$ cat config.mk
export PLATFORM = sky130hd
export DESIGN_NAME = i281_dmem_uart_dump
export DESIGN_NICKNAME = d
export VERILOG_FILES = /design/src/rtl/i281_uart_pkg.sv /design/src/rtl/i281_uart_tx_frame.sv /design/src/rtl/i281_dmem_uart_dump.sv
export SDC_FILE = /design/constraint.sdc
export NUM_CORES = 1
export LEC_CHECK = 0
export CAP_MARGIN = 30
export CORE_MARGIN = 2
export CORE_UTILIZATION = 52
export DETAILED_ROUTE_END_ITERATION = 6
export PLACE_DENSITY = 0.9
export SLEW_MARGIN = 20
export SYNTH_ARGS = -nofsm -noshare
export SYNTH_HDL_FRONTEND = slang
export SYNTH_SLANG_ARGS = --single-unit
$ cat constraint.sdc
create_clock -name clock -period 3.6 [get_ports clock]
set_clock_uncertainty 0.05 [all_clocks]
set_input_delay 0.54 -clock clock [delete_from_list [all_inputs] [get_ports clock]]
set_output_delay 0.54 -clock clock [all_outputs]
set_load 0.01 [all_outputs]
$ cat src/rtl/i281_uart_pkg.sv
// Shared types and constants for the i281 data-memory UART dump.
// Frame count depends on I281_DUMP_CHECKSUM_EN (adds one XOR checksum frame).
package i281_uart_pkg;

  typedef enum logic [2:0] {
    IDLE,
    START_BIT,
    DATA_BITS,
    STOP_BIT,
    FINISH
  } uart_state_e;

  typedef enum logic [1:0] {
    DUMP_IDLE,
    DUMP_SEND,
    DUMP_FINISH
  } dump_state_e;

  localparam int unsigned DMEM_BYTES          = 16;
  localparam int unsigned FRAME_BITS          = 10;
  localparam logic [7:0]  DEFAULT_HEADER_BYTE = 8'hA5;

`ifdef I281_DUMP_CHECKSUM_EN
  localparam int unsigned DUMP_FRAMES = DMEM_BYTES + 2;
`else
  localparam int unsigned DUMP_FRAMES = DMEM_BYTES + 1;
`endif

  function automatic logic [7:0] xor_bytes(input logic [8*DMEM_BYTES-1:0] v);
    logic [7:0] acc;
    acc = '0;
    for (int unsigned k = 0; k < DMEM_BYTES; k++) begin
      acc = acc ^ v[8*k +: 8];
    end
    return acc;
  endfunction

endpackage

$ cat src/rtl/i281_uart_tx_frame.sv
// Single-byte 8N1 UART serializer, LSB first.
// ready is high while idle and in the final cycle of the stop bit, so a load then chains frames gap-free.
module i281_uart_tx_frame
  import i281_uart_pkg::*;
#(
  parameter int unsigned CLKS_PER_BIT = 434
) (
  input  logic       clock,
  input  logic       reset,
  input  logic       load,
  input  logic [7:0] data,
  output logic       tx,
  output logic       ready
);

  localparam int unsigned BW = $clog2(CLKS_PER_BIT);

  uart_state_e   state_q, state_d;
  logic [BW-1:0] baud_q, baud_d;
  logic [2:0]    bit_q, bit_d;
  logic [7:0]    shift_q, shift_d;
  logic          tx_q, tx_d;
  logic          baud_last;

  assign baud_last = (baud_q == BW'(CLKS_PER_BIT - 1));
  assign ready     = (state_q == IDLE) || ((state_q == STOP_BIT) && baud_last);
  assign tx        = tx_q;

  always_ff @(posedge clock) begin
    if (reset) begin
      state_q <= IDLE;
      baud_q  <= '0;
      bit_q   <= '0;
      shift_q <= '0;
      tx_q    <= 1'b1;
    end else begin
      state_q <= state_d;
      baud_q  <= baud_d;
      bit_q   <= bit_d;
      shift_q <= shift_d;
      tx_q    <= tx_d;
    end
  end

  always_comb begin
    state_d = state_q;
    baud_d  = baud_last ? '0 : baud_q + BW'(1);
    bit_d   = bit_q;
    shift_d = shift_q;
    tx_d    = tx_q;
    case (state_q)
      IDLE: begin
        baud_d = '0;
        tx_d   = 1'b1;
        if (load) begin
          state_d = START_BIT;
          shift_d = data;
          bit_d   = '0;
          tx_d    = 1'b0;
        end
      end
      START_BIT: begin
        if (baud_last) begin
          state_d = DATA_BITS;
          tx_d    = shift_q[0];
        end
      end
      DATA_BITS: begin
        if (baud_last) begin
          if (bit_q == 3'd7) begin
            state_d = STOP_BIT;
            tx_d    = 1'b1;
          end else begin
            bit_d   = bit_q + 3'd1;
            shift_d = shift_q >> 1;
            tx_d    = shift_q[1];
          end
        end
      end
      STOP_BIT: begin
        if (baud_last) begin
          if (load) begin
            state_d = START_BIT;
            shift_d = data;
            bit_d   = '0;
            tx_d    = 1'b0;
          end else begin
            state_d = IDLE;
            tx_d    = 1'b1;
          end
        end
      end
      default: begin
        state_d = IDLE;
        baud_d  = '0;
        tx_d    = 1'b1;
      end
    endcase
  end

endmodule

$ cat src/rtl/i281_dmem_uart_dump.sv
// Snapshots the i281 data-memory display bytes and streams header + 16 bytes out over UART.
// Define I281_DUMP_CHECKSUM_EN to append an XOR checksum frame of the 16 snapshot bytes.
module i281_dmem_uart_dump
  import i281_uart_pkg::*;
#(
  parameter int unsigned CLKS_PER_BIT = 434,
  parameter logic [7:0]  HEADER_BYTE  = DEFAULT_HEADER_BYTE
) (
  input  logic         clock,
  input  logic         reset,
  input  logic         start,
  input  logic [127:0] datamem_flat,
  output logic         tx,
  output logic         busy,
  output logic         done
);

  dump_state_e  state_q, state_d;
  logic [4:0]   idx_q, idx_d;
  logic [127:0] snap_q, snap_d;
  logic         frame_load;
  logic [7:0]   frame_byte;
  logic         frame_ready;
  logic [3:0]   byte_sel;
  logic [7:0]   next_byte;

  i281_uart_tx_frame #(
    .CLKS_PER_BIT(CLKS_PER_BIT)
  ) u_frame (
    .clock (clock),
    .reset (reset),
    .load  (frame_load),
    .data  (frame_byte),
    .tx    (tx),
    .ready (frame_ready)
  );

  assign busy = (state_q != DUMP_IDLE);
  assign done = (state_q == DUMP_FINISH);

  // idx_q counts frames already loaded; frame n (n >= 1) carries snapshot byte n-1.
  assign byte_sel = 4'(idx_q - 5'd1);

`ifdef I281_DUMP_CHECKSUM_EN
  assign next_byte = (idx_q == 5'(DMEM_BYTES + 1)) ? xor_bytes(snap_q)
                                                    : snap_q[{byte_sel, 3'b000} +: 8];
`else
  assign next_byte = snap_q[{byte_sel, 3'b000} +: 8];
`endif

  always_ff @(posedge clock) begin
    if (reset) begin
      state_q <= DUMP_IDLE;
      idx_q   <= '0;
      snap_q  <= '0;
    end else begin
      state_q <= state_d;
      idx_q   <= idx_d;
      snap_q  <= snap_d;
    end
  end

  always_comb begin
    state_d    = state_q;
    idx_d      = idx_q;
    snap_d     = snap_q;
    frame_load = 1'b0;
    frame_byte = HEADER_BYTE;
    case (state_q)
      DUMP_IDLE: begin
        if (start) begin
          snap_d     = datamem_flat;
          frame_load = 1'b1;
          frame_byte = HEADER_BYTE;
          idx_d      = 5'd1;
          state_d    = DUMP_SEND;
        end
      end
      DUMP_SEND: begin
        if (frame_ready) begin
          if (idx_q < 5'(DUMP_FRAMES)) begin
            frame_load = 1'b1;
            frame_byte = next_byte;
            idx_d      = idx_q + 5'd1;
          end else begin
            state_d = DUMP_FINISH;
          end
        end
      end
      DUMP_FINISH: begin
        idx_d   = '0;
        state_d = DUMP_IDLE;
      end
      default: begin
        idx_d   = '0;
        state_d = DUMP_IDLE;
      end
    endcase
  end

endmodule

==> impl_metrics.yaml, run 1 <==
grt:
  grtUsageMet1_pct: 32.5
  antenna_found_initial: 1
  met3_usage_pct: 5.71
  grt_use_total_pct: 26.9
  grt_pass1_vias: 6221
  grt_max_degree: 130
  grt_pass1_wl_um: 30500
  grt-busiest-layer: "met2"
  global_route.usage.met2_pct: 45.5
  grt_overflow: 0
detailed_routing:
  viasPerCell: 5.84
  drt-wirelength-per-cell_um: 17.4
  drt_iter0_markers: 555
  dr.pass1.iters: 5
  postRouteAntennaNets: 0
  vias: 6433
  routed_wl_um: 19200
  remaining_drc_errors: 0
power_and_ir_drop:
  swShare_pct: 31.3
  vdd_drop_max_mv: 0.403
  power.density_nw_per_um2: 550
  p_leak_uw: 0.00333
  power.share.sequential_pct: 40.5
  power_frac_clock_pct: 34.8
  cellInternalPower_uw: 3410
  p_sw_uw: 1550
  power_frac_comb_pct: 24.6
synth:
  ys.flop_type: "dfxtp_1"
  syn_inst: 814
  syn_nets: 955
  synth_async_sr_flop_share_pct: 0
  ys_seq_area_share_pct: 44.8
  yosysWarnings: 0
  synth_edf_count: 0
  ys_ff_latch: 158
  netlist_area_sq_um: 7060
  syn_area_per_cell_sq_um: 8.68
  synth.distinct_cells: 55
worst_hold_path:
  hold_class: "reg -> reg"
  min_from: "snap_q[4]"
floorplan:
  design.die.area_sq_um: 14500
  rows: 42
  ioPinCount: 134
  core_area_sq_um: 13200
  die_x_um: 121
  initial_core_util_pct: 53.3
  die_y_um: 121
timing:
  rsz0062_at_grt: "false"
  min_period_over_period_pct: 79.3
  slew_headroom_pct: 47.4
  finalSetupTns_ns: 0
  finalHoldViolCount: 0
  min_period_ns: 2.85
  hold_ws_ns: 0.403
  fmax_mhz: 350
  setup_ws_ns: 0.746
  setup_viol: 0
  drv_slew: 0
  tightest_slew_ns: 0.789
placement:
  port_buffers: 133
  pre_cts_slack_ns: 0.940
  dp_cells: 1070
  gp_congestion: 0.859
  place_hpwl_um: 12300
run:
  cap_violations: 0
cells_and_area:
  instances_no_fill: 1102
  fin_util_pct: 68.2
  area_growth_pct: 27.8
  num-nets-final: 1054
  drive_gt1_share_pct: 9.84
clocking:
  ctsResizeCount: 0
  clk_pin_slew_worst_paths_ns: 0.06
  htreeDepth: 4
  worstSkewPairLatency_ns: 0.43
  cts_tree: "built"
  hold_buffers: 0
  root_buffer: "clkbuf_16"
  cts_inserted_buffers: 17
  cts_setup_buffers: 0
  clkSinkCount: 158
  clk_path_buf_depth: 2
critical_path:
  critPathRequiredTime_ns: 3.85
  crit_fanout: 23
  critPathLaunch: "idx_q[1]"
  rr_startpoint: "idx_q[1]"
  cp.arrival_ns: 3.10
  worst-setup-path-type: "reg -> reg"
  start_kind: "register"
  end_kind: "register"
outcome:
  status: "complete, no violations"
==> state kept, by name, summed over array words and instances (netlist names) <==
name and count:
snap_q 128, u_frame.baud_q 9, u_frame.shift_q 8, idx_q 5
u_frame.bit_q 3, state_q 2, u_frame.state_q 2, u_frame.tx 1
==> cell usage in the layout (no fill, tap or decap), drive strengths merged, types with 3 or more instances in the layout <==
| cell type | count |
|---|---|
| clkdlybuf4s50 | 132 |
| nor2b | 5 |
| nor4 | 8 |
| nand2 | 268 |
| ha | 10 |
| or3 | 3 |
| inv | 13 |
| nand4b | 3 |
| mux2i | 22 |
| nor3 | 6 |
| o2bb2ai | 3 |
| nor2 | 22 |
| dfxtp | 158 |
| nand3 | 8 |
| a211oi | 11 |
| a21oi | 138 |
| o21ai | 6 |
| mux4 | 32 |
| a31o | 5 |
| clkbuf | 18 |
| xnor2 | 4 |
| buf | 8 |
| clkinvlp | 5 |
| xor2 | 5 |
| nand2b | 6 |
==> worst paths after layout <==
path | to | cells past startpoint | slack, ns
worst max-delay path | u_frame.shift_q[6] | 8 | 0.75
worst min-delay path | snap_q[4] | 2 | 0.40
worst max register to register | u_frame.shift_q[6] | 8 | 0.75
worst min register to register | snap_q[4] | 2 | 0.40
==> cell families (layout without fill, tap and decap cells) <==
logic type      after synthesis  count (layout)  share of synthesized area (%)
compound gates              178             178                           14.6
xor+xnor                      9               9                           1.33
fa+ha+maj                    10              10                           1.77
buf+inv                      68             179                           4.02
flops                       158             158                           44.8
mux                          54              54                           13.3
other cells                   0               1                              0
simple gates                337             337                           20.2
==> power groups by stage <==
stage	combinational (uW)	sequential, uW	clock, uW
finish	1220	2010	1730
global route	1310	2020	1810
CTS	1200	2010	1730
detailed placement	1180	2040	0
global placement	1150	2030	0
floorplan	825	2000	0
==> metrics by stage <==
| stage | area, sq um | power, uW |
|---|---|---|
| floorplan | 7060 | 2830 |
| global placement | 8460 | 3190 |
| detailed placement | 8460 | 3220 |
| CTS | 9020 | 4940 |
| global route | 9030 | 5150 |
| finish | 9030 | 4960 |
==> layout make-up <==
class	count	area, sq um
Fill cell	985	4220
Inverter	8	30.0
Sequential cell	158	3160
Tap cell	176	220
Timing Repair Buffer	140	1420
Clock buffer	18	429
Clock inverter	13	131
Multi-Input combinational cell	588	3630
Antenna cell	1	2.50
==> critical path, cell delays in order (launching register included) <==
cell and delay [ns]:
dfxtp_1 0.43, inv_1 0.10, ha_1 0.70, buf_12 0.27, mux4_2 0.31, mux2i_1 0.18
nor3_1 0.08, a221oi_1 0.47, a21oi_2 0.12
==> routing by layer <==
metal  up-vias  part of all wire, %
met5         -                    0
met4         0                  4.1
met3        66                  7.6
met2       311                   50
met1      3056                   38
li1       3000                    -
==> Yosys cell counts, types with 3 or more instances <==
master	n	area, sq um
nor3_1	5	25.0
mux2i_1	22	220
ha_1	10	125
nand2_1	267	1000
clkbuf_1	44	165
dfxtp_1	158	3160
nand2b_1	6	37.5
inv_1	8	30.0
buf_2	8	40.0
o21ai_0	3	15.0
o2bb2ai_1	3	26.3
or3_1	3	18.8
mux4_2	32	721
nand3_1	8	40.0
nor2_1	22	82.6
buf_4	3	22.5
nand4b_1	3	26.3
nor2b_1	5	31.3
xnor2_1	4	35.0
xor2_1	3	26.3
buf_1	4	15.0
a211oi_1	10	75.1
o21ai_1	3	15.0
nor4_1	5	31.3
a21oi_1	135	676
a21oi_2	3	26.3
a31o_1	3	26.3
(Power assumes the default switching activity.)
==> run 2, diff against run 1 <==
--- a/config.mk
+++ b/config.mk
@@ -7,9 +7,9 @@
 export LEC_CHECK = 0
 export CAP_MARGIN = 30
 export CORE_MARGIN = 2
-export CORE_UTILIZATION = 52
+export CORE_UTILIZATION = 47
 export DETAILED_ROUTE_END_ITERATION = 6
-export PLACE_DENSITY = 0.9
+export PLACE_DENSITY = 0.86
 export SLEW_MARGIN = 20
 export SYNTH_ARGS = -nofsm -noshare
 export SYNTH_HDL_FRONTEND = slang
==> constraint.sdc (replaced) <==
create_clock -name clock -period 2.5 [get_ports clock]
set_clock_uncertainty 0.05 [all_clocks]
set_input_delay 0.375 -clock clock [delete_from_list [all_inputs] [get_ports clock]]
set_output_delay 0.375 -clock clock [all_outputs]
set_load 0.01 [all_outputs]
==> run 2 against run 1 <==
  * Critical path depth did not move
  * Setup slack got worse by 0.62 ns
  * Power rose by 50%
  * Via count fell by 2.3%
  * Highest routed layer unchanged
==> impl_metrics.yaml, run 2 (synthesis results as in run 1) <==
outcome:
  status: "complete, no violations"
grt:
  grt_overflow: 0
  grt_use_total_pct: 23.4
  grt_pass1_wl_um: 30100
  grt_pass1_vias: 6023
  grt_max_degree: 90
  antenna_found_initial: 0
placement:
  placed_area_sq_um: 8570
  gp_congestion: 0.887
  place_hpwl_um: 12900
  pre_cts_slack_ns: 0.0925
  port_buffers: 133
cells_and_area:
  layout_common_cells: "nand2_1 (267), dfxtp_1 (157), a21oi_1 (135)"
  num_antenna_cells: 0
  final_common_cell: "nand2_1"
  drive_gt1_share_pct: 11.5
  fin_area_sq_um: 9250
  num-nets-final: 1067
  area_growth_pct: 31.0
  regMostFlops: "snap_q"
  largestRegisters: "snap_q x128, u_frame.baud_q x9, u_frame.shift_q x8"
  largest_reg_flops: 128
detailed_routing:
  vias: 6286
  routed_wl_um: 18400
  drt-wirelength-per-cell_um: 16.4
  dr.pass1.iters: 6
  viasPerCell: 5.60
  postRouteAntennaNets: 0
  remaining_drc_errors: 0
  drt_iter0_markers: 445
floorplan:
  design.die.area_sq_um: 16000
  rows: 44
  die_x_um: 127
  initial_core_util_pct: 48.4
  core_area_sq_um: 14600
  ioPinCount: 134
  die_y_um: 127
timing:
  slew_headroom_pct: 54.5
  tightest_slew_ns: 0.677
  setup_ws_ns: 0.131
  min_period_over_period_pct: 94.8
  setup_viol: 0
  drv_slew: 0
  finalSetupTns_ns: 0
  finalHoldViolCount: 0
  min_period_ns: 2.37
  rsz0062_at_grt: "false"
  fmax_mhz: 422
critical_path:
  crit_family: "multiplexers"
  cp.arrival_ns: 2.63
  worst-setup-path-type: "reg -> reg"
  cpPeakStageDelay_ns: 0.51
  crit_chain: "inv_1 -> ha_4 -> buf_4 -> mux4_2 -> mux2i_1 -> nor4_1 -> a211oi_1 -> a21oi_2"
  critical_path.slowest_cell: "mux4_2"
  start_kind: "register"
  crit_cells: 8
  crit_fanout: 6
  critPathRequiredTime_ns: 2.76
  cp_num_buf_inv: 2
  rrSetupSlack_ns: 0.13
  end_kind: "register"
  reg2reg_depth: 8
clocking:
  worstSkewPairLatency_ns: 0.42
  root_buffer: "clkbuf_16"
  cts_inserted_buffers: 17
  clkSinkCount: 158
  clk_pin_slew_worst_paths_ns: 0.07
  cts_tree: "built"
  htreeDepth: 4
  clk_path_buf_depth: 2
worst_hold_path:
  hold_class: "in -> reg"
  min_path_cells: 2
power_and_ir_drop:
  power.density_nw_per_um2: 807
  p_leak_uw: 0.00346
  vdd_drop_max_mv: 0.577
run:
  cap_violations: 0
## run 2: changes by cell type in the layout (fill, tap and decap cells not counted), moves of 3 or more
cell and change:
clkinvlp_4 -4, buf_12 +3, bufinv_16 +3, clkinv_2 +3
buf_4 +10
## run 2: layout make-up
cell class / instances / area, sq um
well taps: 184 / 230
clock buffers: 17 / 425
multi-input cells: 588 / 3640
inverters: 8 / 30.0
clock inverters: 15 / 206
flip-flops and latches: 158 / 3160
fillers: 1093 / 5340
repair buffers: 153 / 1550
## run 2: stage by stage
stage	instances	power [uW]	hold WS [ns]	utilization, %
global route	1123	7810	0.391	63.4
finish	1123	7460	0.372	63.4
CTS	1119	7440	0.352	63.1
floorplan	814	4120	0.380	-
global placement	1087	4650	0.389	58.7
detailed placement	1087	4700	0.393	58.7
## run 2: repair_timing
item	4_1_cts	5_1_grt
setup endpoints to repair	0	2
hold buffers	0	0
endpoints found under the hold margin	0	0
resized for setup	0	0
buffers inserted	0	4
## run 2: routing by layer
layer / up-vias / global-route usage, % / share of wire [%]
li1: 3030 / - / -
met1: 2975 / 29.7 / 41
met2: 244 / 39.5 / 50
met3: 37 / 5.48 / 6.2
met4: 0 / 7.50 / 2.5
met5: - / 0 / 0
## run 2: final timing paths
check                           startpoint                 end
worst max-delay path              idx_q[1]  u_frame.shift_q[3]
worst max register to register    idx_q[1]  u_frame.shift_q[3]
worst min-delay path                 reset          state_q[0]
worst min register to register  snap_q[77]          snap_q[77]
## run 2: power by group
group / total [uW] / switching, uW / internal [uW] / leakage (uW)
combinational: 1830 / 958 / 868 / 0.00185
clock: 2740 / 1060 / 1690 / 0.000310
sequential: 2890 / 151 / 2740 / 0.00130
==> run 3, diff against run 2 <==
--- a/config.mk
+++ b/config.mk
@@ -9,7 +9,7 @@
 export CORE_MARGIN = 2
 export CORE_UTILIZATION = 47
 export DETAILED_ROUTE_END_ITERATION = 6
-export PLACE_DENSITY = 0.86
+export PLACE_DENSITY = 0.85
 export SLEW_MARGIN = 20
 export SYNTH_ARGS = -nofsm -noshare
 export SYNTH_HDL_FRONTEND = slang
==> run 3 against run 2 <==
  * Combinational power grew 3%
  * Setup slack improved by 0.013 ns
  * Worst hold slack worse by 0.082 ns
  * Routed wire length down 0.37%
  * Cell count is 0.89% higher
  * Largest power group unchanged
  * Maximum frequency rose by 0.57%
  * Clock-buffer cell count is 3 higher
==> impl_metrics.yaml, run 3 (synthesis results as in run 1) <==
outcome:
  status: "complete, no violations"
floorplan:
  rows: 44
  ioPinCount: 134
  design.die.area_sq_um: 16000
  die_x_um: 127
  initial_core_util_pct: 48.4
  core_area_sq_um: 14600
  die_y_um: 127
placement:
  pre_cts_slack_ns: 0.137
  place_hpwl_um: 13100
  port_buffers: 133
  gp_congestion: 0.904
  dp_cells: 1099
cells_and_area:
  regMostFlops: "snap_q"
  num-nets-final: 1077
  multi_input_comb_area_sq_um: 3640
  final_common_cell: "nand2_1"
  fin_util_pct: 63.9
  ff_latch_area_sq_um: 3160
  layout_common_cells: "nand2_1 (267), dfxtp_1 (157), a21oi_1 (135)"
  filler_cell_count: 1127
  drive_gt1_share_pct: 12.2
  largest_reg_flops: 128
  instances_no_fill: 1133
  area_growth_pct: 32.0
  largestRegisters: "snap_q x128, u_frame.baud_q x9, u_frame.shift_q x8"
grt:
  grt_overflow: 0
  grt_pass1_vias: 6153
  grt_use_total_pct: 23.4
  antenna_found_initial: 1
  grt_pass1_wl_um: 29900
  grt_max_degree: 73
timing:
  hold_ws_ns: 0.290
  min_period_ns: 2.36
  min_period_over_period_pct: 94.2
  setup_ws_ns: 0.144
  drv_slew: 0
  setup_viol: 0
  fmax_mhz: 424
  slew_headroom_pct: 53.6
  finalSetupTns_ns: 0
  tightest_slew_ns: 0.697
  finalHoldViolCount: 0
  rsz0062_at_grt: "false"
critical_path:
  end_kind: "register"
  reg2reg_depth: 8
  crit_fanout: 9
  critical_path.slowest_cell: "mux4_2"
  worst-setup-path-type: "reg -> reg"
  cpPeakStageDelay_ns: 0.48
  critPathRequiredTime_ns: 2.76
  crit_chain: "inv_1 -> ha_4 -> buf_4 -> mux4_2 -> mux2i_1 -> nor4_2 -> a211oi_1 -> a211oi_2"
  cp.arrival_ns: 2.62
  start_kind: "register"
power_and_ir_drop:
  vdd_drop_max_mv: 0.636
  power.density_nw_per_um2: 800
  p_leak_uw: 0.00349
worst_hold_path:
  hold_class: "in -> reg"
  min_path_cells: 2
detailed_routing:
  remaining_drc_errors: 0
  drt-wirelength-per-cell_um: 16.2
  postRouteAntennaNets: 0
  drt_iter0_markers: 424
  vias: 6209
  dr.pass1.iters: 6
  routed_wl_um: 18400
  viasPerCell: 5.48
clocking:
  clk_pin_slew_worst_paths_ns: 0.06
  cts_inserted_buffers: 17
  htreeDepth: 4
  worstSkewPairLatency_ns: 0.43
  hold_buffers: 0
  clk_path_buf_depth: 2
  root_buffer: "clkbuf_16"
  ctsResizeCount: 0
  cts_tree: "built"
  clkSinkCount: 158
run:
  cap_violations: 0
run 3: path summary, 6_finish.rpt:
| check | slack [ns] | from | to |
|---|---|---|---|
| worst min register to register | 0.40 | snap_q[3] | snap_q[3] |
| worst min-delay path | 0.29 | reset | state_q[0] |
| worst max register to register | 0.14 | idx_q[1] | u_frame.shift_q[4] |
| worst max-delay path | 0.14 | idx_q[1] | u_frame.shift_q[4] |
run 3: power by group:
| part | switching, uW | internal, uW | total, uW |
|---|---|---|---|
| Clock | 1060 | 1630 | 2700 |
| Sequential | 137 | 2740 | 2880 |
| Combinational | 979 | 900 | 1880 |
| Total | 2180 | 5270 | 7460 |
run 3: what timing repair did:
action | in CTS | in global routing
hold endpoints to repair | 0 | 0
setup buffers | 0 | 2
endpoints found under the setup margin | 0 | 1
run 3: metrics by stage:
stage          power [uW]  cell area [sq um]
3_3_place_gp         4720               8680
3_5_place_dp         4750               8680
5_1_grt              7740               9320
4_1_cts              7430               9290
2_1_floorplan        4120               7120
6_report             7460               9320
run 3: layout make-up:
type                       count  share of cell area [%]
sequential                   158                    33.9
clock inverter                11                    1.65
timing repair buffer         163                    17.6
multi-input combinational    588                    39.1
antenna                        1                  0.0268
inverter                       8                   0.322
clock buffer                  20                    4.90
tap                          184                    2.47
run 3: layer usage:
metal	GRT usage (%)	routed length, um
met5	0	0
met4	9.95	528
met3	4.68	1020
met2	38.9	9050
met1	29.9	7750
run 3: critical path: cells and delay by family, from the launching register on:
family | cells | cell delay (ns)
AO/OA/AOI/OAI | 2 | 0.37
adder cells (fa/ha/maj) | 1 | 0.41
buffers and inverters | 2 | 0.27
flip-flops | 1 | 0.42
multiplexers | 2 | 0.66
AND/OR/NAND/NOR | 1 | 0.06
